**src/rtl/memory_dp_clr.sv**
```systemverilog
// Dual-port data memory: port A read/write with combinational read, port B registered read.
// A sequential clear engine writes CLEAR_VALUE to every word after reset or on clr_start.
module memory_dp_clr #(
    parameter int WORD_SIZE = 8,
    parameter int ADDR_SIZE = 8,
    parameter logic [WORD_SIZE-1:0] CLEAR_VALUE = '0
) (
    input  logic                 clk,
    input  logic                 rst,
    input  logic [ADDR_SIZE-1:0] a_addr,
    input  logic [WORD_SIZE-1:0] a_din,
    input  logic                 a_we,
    output logic [WORD_SIZE-1:0] a_dout,
    input  logic [ADDR_SIZE-1:0] b_addr,
    input  logic                 b_re,
    output logic [WORD_SIZE-1:0] b_dout,
    output logic                 b_valid,
    input  logic                 clr_start,
    output logic                 busy
);

    localparam int DEPTH = 2 ** ADDR_SIZE;
    localparam logic [ADDR_SIZE:0] MAX_PTR = {1'b0, {ADDR_SIZE{1'b1}}};

    typedef enum logic {
        IDLE,
        CLEAR
    } state_t;

    state_t                 state;
    logic [ADDR_SIZE:0]     ptr;
    logic [WORD_SIZE-1:0]   mem [DEPTH];

    // The array itself has no reset; only the clear engine initialises it.
    always_ff @(posedge clk) begin
        if (state == CLEAR) begin
            mem[ptr[ADDR_SIZE-1:0]] <= CLEAR_VALUE;
        end else if (a_we) begin
            mem[a_addr] <= a_din;
        end
    end

    always_ff @(posedge clk or posedge rst) begin
        if (rst) begin
            state   <= CLEAR;
            ptr     <= '0;
            busy    <= 1'b1;
            b_dout  <= '0;
            b_valid <= 1'b0;
        end else begin
            case (state)
                CLEAR: begin
                    b_valid <= 1'b0;
                    if (ptr == MAX_PTR) begin
                        ptr   <= '0;
                        state <= IDLE;
                        busy  <= 1'b0;
                    end else begin
                        ptr <= ptr + 1'b1;
                    end
                end
                IDLE: begin
                    // Port B is serviced on the same edge that accepts clr_start.
                    b_valid <= b_re;
                    if (b_re) begin
                        b_dout <= mem[b_addr];
                    end
                    if (clr_start) begin
                        state <= CLEAR;
                        ptr   <= '0;
                        busy  <= 1'b1;
                    end
                end
                default: begin
                    state <= CLEAR;
                    ptr   <= '0;
                    busy  <= 1'b1;
                end
            endcase
        end
    end

    assign a_dout = busy ? CLEAR_VALUE : mem[a_addr];

endmodule

```
**config.mk**
```make
export PLATFORM = sky130hd
export DESIGN_NAME = memory_dp_clr
export DESIGN_NICKNAME = d
export VERILOG_FILES = /design/src/rtl/memory_dp_clr.sv
export SDC_FILE = /design/constraint.sdc
export NUM_CORES = 2
export LEC_CHECK = 0
export BUFFER_PORTS_ARGS = -buffer_cell sky130_fd_sc_hd__buf_2
export CAP_MARGIN = 40
export CORE_ASPECT_RATIO = 1.75
export CORE_MARGIN = 5
export CORE_UTILIZATION = 50
export CTS_BUF_LIST = sky130_fd_sc_hd__clkbuf_8
export CTS_CLUSTER_SIZE = 25
export DETAILED_ROUTE_END_ITERATION = 10
export PLACE_DENSITY = 0.71
export SYNTH_ARGS = -nofsm -noshare
export SYNTH_HDL_FRONTEND = slang
export SYNTH_SLANG_ARGS = --single-unit
```
**constraint.sdc**
```tcl
create_clock -name clk -period 5.04 [get_ports clk]
set_input_delay 0.252 -clock clk [delete_from_list [all_inputs] [get_ports clk]]
set_output_delay 0.252 -clock clk [all_outputs]
set_load 0.03 [all_outputs]
```
### Word-level counts from Yosys, hierarchy flattened

Memory sizes are Yosys's and may differ from the RTL's. A register that Yosys moved wholly into a read port is not among the register bits.
Cells that the tools add are included.
Widths: inputs -> output; s select.

* flip-flop bits (word level): 12
* memory bits (writable): 2048
* input port bits: 29
* word-level logic and storage cells: 32
* memories kept: 1

* add/subtract/negate cells: 1
* equal/unequal tests: 3
* multiplexer cells: 19
* bitwise gates (word level): 1
* reductions and logical operators: 3

Memories
* mem: depth 256, width 8, read ports 2, clocked after Yosys merged registers in 1, wr ports 1, line 32 `logic [WORD_SIZE-1:0] mem [DEPTH];`

Operators with widths (number)
* $mux 8: 3
* $mux 9: 2
* $pmux 9 s2: 1
* $mux 1: 10
* $add 9x1->9 const B: 1
* $eq 9x8->1 const B: 1
* $reduce_or 8->1: 1
* $pmux 1 s2: 3
* $reduce_and 2->1: 2
* $ne 2x1->1 const B: 1
* $ne 2x2->1 const B: 1
* $not 1->1: 1

### Logic depth before layout (Yosys ltp)

* word-level depth: 5
* depth in mapped cells: 12
* gate-level depth less buffers: 8

### Least setup slack after synthesis

No wires, ideal clock.

* path kind: reg2reg
* start: register state
* end: memory mem[0][0] (data pin)
* library setup time: 0.870 ns
* data arrival time: 4.327 ns
* path slack: -0.157 ns
* cell stages (with the launch flop): 5
* path buffers: 2
* clock period less this slack: 5.197 ns
* cells stage by stage: dfstp_2 > nor2b_1 > clkbuf_1 > clkbuf_1 > and2_1

* word-level cells in the longest chain between the ends: 4

Ends and longest elaborated chain
* from (decl): line 30 `state_t state;`
* from (signal assigned): line 45 `state <= CLEAR;`
* from (signal assigned): line 56 `state <= IDLE;`
* from (signal assigned): line 69 `state <= CLEAR;`
* $mux 1: line 36 `if (state == CLEAR) begin`
* $mux 1 (not written as such): line 39 `mem[a_addr] <= a_din;`
* $reduce_or 8->1 (no line)
* $mux 8 (no line)
* to (decl): line 32

No other way between the ends.

### Worst setup path in the final report

* start: input a_addr[0]
* end: output a_dout[6]

* word-level cells in the longest chain between the ends: 2

Ends and longest elaborated chain
* from (decl): line 10 `input logic [ADDR_SIZE-1:0] a_addr,`
* $mem_v2 256x8
* $mux 8: line 83 `assign a_dout = busy ? CLEAR_VALUE : mem[a_addr];`
* to (decl): line 13 `output logic [WORD_SIZE-1:0] a_dout,`

No other way between the ends.

==> impl_metrics.xml <==
<?xml version="1.0" encoding="UTF-8"?>
<metrics>
  <group name="outcome">
    <metric name="outcome" unit="">complete, no violations</metric>
  </group>
  <group name="route">
    <metric name="route.antenna.remaining_nets" unit="">0</metric>
    <metric name="dr.first_iter.drc_count" unit="">8807</metric>
    <metric name="postRouteWirelength" unit="mm">346.5</metric>
    <metric name="per_cell_routed_wire_length" unit="um">41.04</metric>
    <metric name="via_per_inst" unit="">7.100</metric>
    <metric name="drtPass1Iterations" unit="">6</metric>
    <metric name="drc" unit="">0</metric>
    <metric name="dr_total_vias" unit="">59940</metric>
  </group>
  <group name="critical_path">
    <metric name="worst-path-buf-inv" unit="">4</metric>
    <metric name="critPathSlowestCell" unit="">o22ai_1</metric>
    <metric name="path_delay_family" unit="">buffers and inverters</metric>
    <metric name="crit_cells" unit="">10</metric>
    <metric name="cpPeakStageDelay" unit="ns">0.68</metric>
    <metric name="critPathArrivalTime" unit="ns">4.15</metric>
    <metric name="critPathRequiredTime" unit="ns">4.79</metric>
    <metric name="worst_setup_sp_type" unit="">primary input</metric>
    <metric name="worst-r2r-setup-slack" unit="ns">1.05</metric>
    <metric name="crit_top_cell" unit="">mux4_2</metric>
    <metric name="worstRegToRegCells" unit="">7</metric>
    <metric name="worstSetupPathType" unit="">primary input to output port</metric>
    <metric name="r2r_startpoint" unit="">state</metric>
    <metric name="critPathCaptureType" unit="">output port</metric>
    <metric name="regToRegEndpoint" unit="">mem[226][4]</metric>
    <metric name="cp_max_fo" unit="">50</metric>
    <metric name="crit_path_cell_trace" unit="">buf_8 &gt; buf_12 &gt; mux4_2 &gt; mux4_2 &gt; o22ai_1 &gt; nor4_1 &gt; o2111ai_1 &gt; o31ai_1 &gt; buf_4 &gt; buf_2</metric>
  </group>
  <group name="clocking">
    <metric name="clock_sinks" unit="">2068</metric>
    <metric name="clock_path_buffers" unit="">4</metric>
    <metric name="cts_tree" unit="">done</metric>
    <metric name="htree_levels" unit="">5</metric>
    <metric name="number_of_buffers_created_by_cts" unit="">295</metric>
    <metric name="path_clk_slew" unit="ns">0.07</metric>
    <metric name="clk_latency" unit="ns">0.95</metric>
    <metric name="post_cts_buffers" unit="">0</metric>
    <metric name="cts-root-buf" unit="">clkbuf_8</metric>
  </group>
  <group name="timing">
    <metric name="grt_setup_unrepaired" unit="">false</metric>
    <metric name="fmax" unit="MHz">227.4</metric>
    <metric name="post-route-worst-setup-slack" unit="ns">0.6427</metric>
    <metric name="layout_min_cycle_time" unit="ns">4.397</metric>
    <metric name="finalSetupTns" unit="ns">0</metric>
    <metric name="relSlewSlack" unit="%">22.08</metric>
    <metric name="min_period_over_period" unit="%">87.25</metric>
    <metric name="timing_hold_violations_final" unit="">0</metric>
    <metric name="slew_viol_final" unit="">0</metric>
    <metric name="setup_viol" unit="">0</metric>
    <metric name="final.setup_skew" unit="ns">0.06882</metric>
    <metric name="timing_worst_slew_pin_value" unit="ns">1.169</metric>
  </group>
  <group name="floorplanning">
    <metric name="row_count" unit="">214</metric>
    <metric name="die_area" unit="mm^2">0.2043</metric>
    <metric name="top_level_ports" unit="">47</metric>
    <metric name="die-height" unit="um">594.3</metric>
    <metric name="die_extent_in_x" unit="um">343.9</metric>
    <metric name="initial_util" unit="%">50.24</metric>
    <metric name="core_region_area" unit="mm^2">0.1941</metric>
  </group>
  <group name="yosys">
    <metric name="synth-warning-count" unit="">0</metric>
    <metric name="dominantRegCellSynth" unit="">edfxtp_1</metric>
    <metric name="post_synth.cell_area_avg" unit="um^2">18.97</metric>
    <metric name="synth_cells" unit="">5142</metric>
    <metric name="synth-edff-count" unit="">2048</metric>
    <metric name="synth_sequential_area_ratio" unit="%">63.57</metric>
    <metric name="synth.ff_latch_count" unit="">2068</metric>
    <metric name="netlist_area" unit="mm^2">0.09753</metric>
    <metric name="synth-async-reset-ratio" unit="%">0.9671</metric>
    <metric name="syn_nets" unit="">5172</metric>
    <metric name="yosys.cell_types.count" unit="">81</metric>
  </group>
  <group name="run">
    <metric name="maxCapViolations" unit="">0</metric>
  </group>
  <group name="min_path">
    <metric name="worst_hold_startpoint" unit="">a_din[0]</metric>
    <metric name="hold_end" unit="">mem[10][0]</metric>
    <metric name="timing.hold.worst_path_depth" unit="">2</metric>
    <metric name="hold_path.class" unit="">primary input to flip-flop</metric>
  </group>
  <group name="grt">
    <metric name="first_global_vias" unit="">60780</metric>
    <metric name="grt_remaining_overflow" unit="">0</metric>
    <metric name="number_of_antenna_violations_at_the_first_check_in_global_routing" unit="">27</metric>
    <metric name="groute.usage.overall" unit="%">33.67</metric>
    <metric name="largest_net_degree_at_the_start_of_global_routing" unit="">137</metric>
    <metric name="grt_first_pass_wirelength" unit="mm">475.7</metric>
  </group>
  <group name="pwr">
    <metric name="irDropWorstVdd" unit="V">0.0003383</metric>
    <metric name="share_seq_of_total_power" unit="%">51.6</metric>
    <metric name="leakage" unit="uW">0.03713</metric>
    <metric name="intPower" unit="uW">27030</metric>
    <metric name="pwr-share-clk" unit="%">34.8</metric>
    <metric name="p_total" unit="uW">37410</metric>
    <metric name="power_density" unit="mW/mm^2">344.3</metric>
    <metric name="switchingPower" unit="uW">10390</metric>
    <metric name="power.share.switching" unit="%">27.76</metric>
    <metric name="power.share.combinational" unit="%">13.6</metric>
  </group>
  <group name="cells_and_area">
    <metric name="layout.nets" unit="">5643</metric>
    <metric name="fin_util" unit="%">55.97</metric>
    <metric name="flow.area_growth_from_synthesis" unit="%">11.41</metric>
    <metric name="post-route-cell-area" unit="mm^2">0.1087</metric>
    <metric name="layout-drive-gt1-share" unit="%">32.42</metric>
    <metric name="fillers" unit="">14650</metric>
  </group>
  <group name="placement">
    <metric name="dpl.hpwl" unit="mm">242.1</metric>
    <metric name="port_buffers" unit="">46</metric>
    <metric name="detailedPlace.worstSlack" unit="ns">0.8159</metric>
    <metric name="final_weighted_congestion_in_routability_driven_placement" unit="">1.040</metric>
    <metric name="placedInstanceArea" unit="mm^2">0.1030</metric>
  </group>
</metrics>
-- logic make-up after synthesis --
family                     count (synthesis)  synth area share [%]
adders and majority gates                  1               0.01283
DFF                                     2068                 63.57
buffers and inverters                    413                 2.887
and+or+nand+nor                          698                 3.200
muxes                                   1339                 25.79
xor gates and xnor gates                   3               0.02695
AOI/OAI and AO/OA                        620                 4.511
-- power by group through the flow --
stage                     Combinational, uW  Sequential, uW  Clock [uW]
final                                  5080           19300       13000
after global routing                   5050           19300       13800
after CTS                              4860           19300       13100
after detailed placement               4840           19700           0
after global placement                 4790           19600           0
after floorplan                        2550           19600           0
-- placed cells by master (no fill, tap or decap), types with 38 or more instances in the layout --
cell / synthesis / routed
buf_2: 105 / 41
edfxtp_1: 2048 / 2048
clkinv_2: 0 / 42
a21oi_1: 71 / 71
nand3_1: 47 / 47
buf_4: 45 / 462
clkinv_1: 1 / 76
buf_12: 10 / 51
o22ai_1: 125 / 125
inv_1: 7 / 73
mux4_2: 888 / 888
a22oi_1: 145 / 145
nand2_1: 181 / 180
o221ai_1: 59 / 59
clkbuf_8: 11 / 302
a211oi_1: 57 / 54
nor2_1: 295 / 292
mux4_1: 38 / 38
mux2i_1: 406 / 406
o21ai_0: 52 / 52
-- final cells by class --
| class | instances | area (um^2) | share of cell area [%] |
|---|---|---|---|
| Clock buffer | 302 | 4156 | 3.825 |
| Multi-Input combinational cell | 2661 | 32850 | 30.23 |
| Inverter | 9 | 35.03 | 0.03224 |
| Sequential cell | 2068 | 62000 | 57.06 |
| Tap cell | 2592 | 3243 | 2.985 |
| Clock inverter | 215 | 1333 | 1.226 |
| Antenna cell | 17 | 42.54 | 0.03915 |
| Timing Repair Buffer | 578 | 5002 | 4.604 |
-- per-stage QoR --
step / hold WS [ns] / instances
CTS: 0.01930 / 8415
global route: 0.07541 / 8433
floorplan: 0.2143 / 5142
global placement: 0.4915 / 7834
detailed placement: 0.3792 / 7890
finish: 0.05784 / 8442
-- cells in the mapped netlist (all sizes together) (58+ instances only) --
library cell | number | area (um^2)
a21oi | 71 | 355.3
a22oi | 145 | 1089
buf | 265 | 2141
clkbuf | 138 | 631.9
edfxtp | 2048 | 61500
mux2i | 406 | 4064
mux4 | 927 | 21020
nand2 | 182 | 685.7
nor2 | 295 | 1107
o21ai | 58 | 290.3
o221ai | 62 | 561.8
o22ai | 126 | 794.5
-- state kept, by name, summed over array words and instances (netlist names) --
signal	count
b_valid	1
b_dout	8
mem	2048
state	1
ptr	9
busy	1
-- per-layer routing --
layer	wire (um)	track usage [%]	share of wire, %	vias to the layer above
met1	99340	35.78	29	30740
met2	165800	53.86	48	4739
met4	45430	33.37	13	18
met3	35680	8.056	10	1403
met5	168	0.2841	0.048	-
li1	-	-	-	23040
-- worst max path at each step --
| stage | startpoint | to | slack [ns] |
|---|---|---|---|
| final | a_addr[0] | a_dout[6] | 0.64 |
| after global routing | a_addr[0] | a_dout[0] | 0.70 |
| after CTS | a_addr[0] | a_dout[0] | 0.79 |
| after detailed placement | a_addr[0] | a_dout[0] | 0.82 |
| after global placement | a_addr[0] | a_dout[6] | 0.70 |
| after floorplan | state | mem[0][0] | 1.67 |
-- timing repair --
item | 4_1_cts | 5_1_grt
resized for setup | 0 | 0
endpoints found under the setup margin | 0 | 0
endpoints found under the hold margin | 65 | 0
hold buffers | 8 | 0
-- worst register-to-register path, stage by stage, from the launching register on --
cell,delay [ns]
dfstp_2,0.44
nor2b_2,0.73
nand3b_1,0.14
o21ai_1,0.42
nand3_1,0.89
buf_4,0.51
nor2_1,0.29
buf_4,0.24
Power figures use the tool's default switching activity.
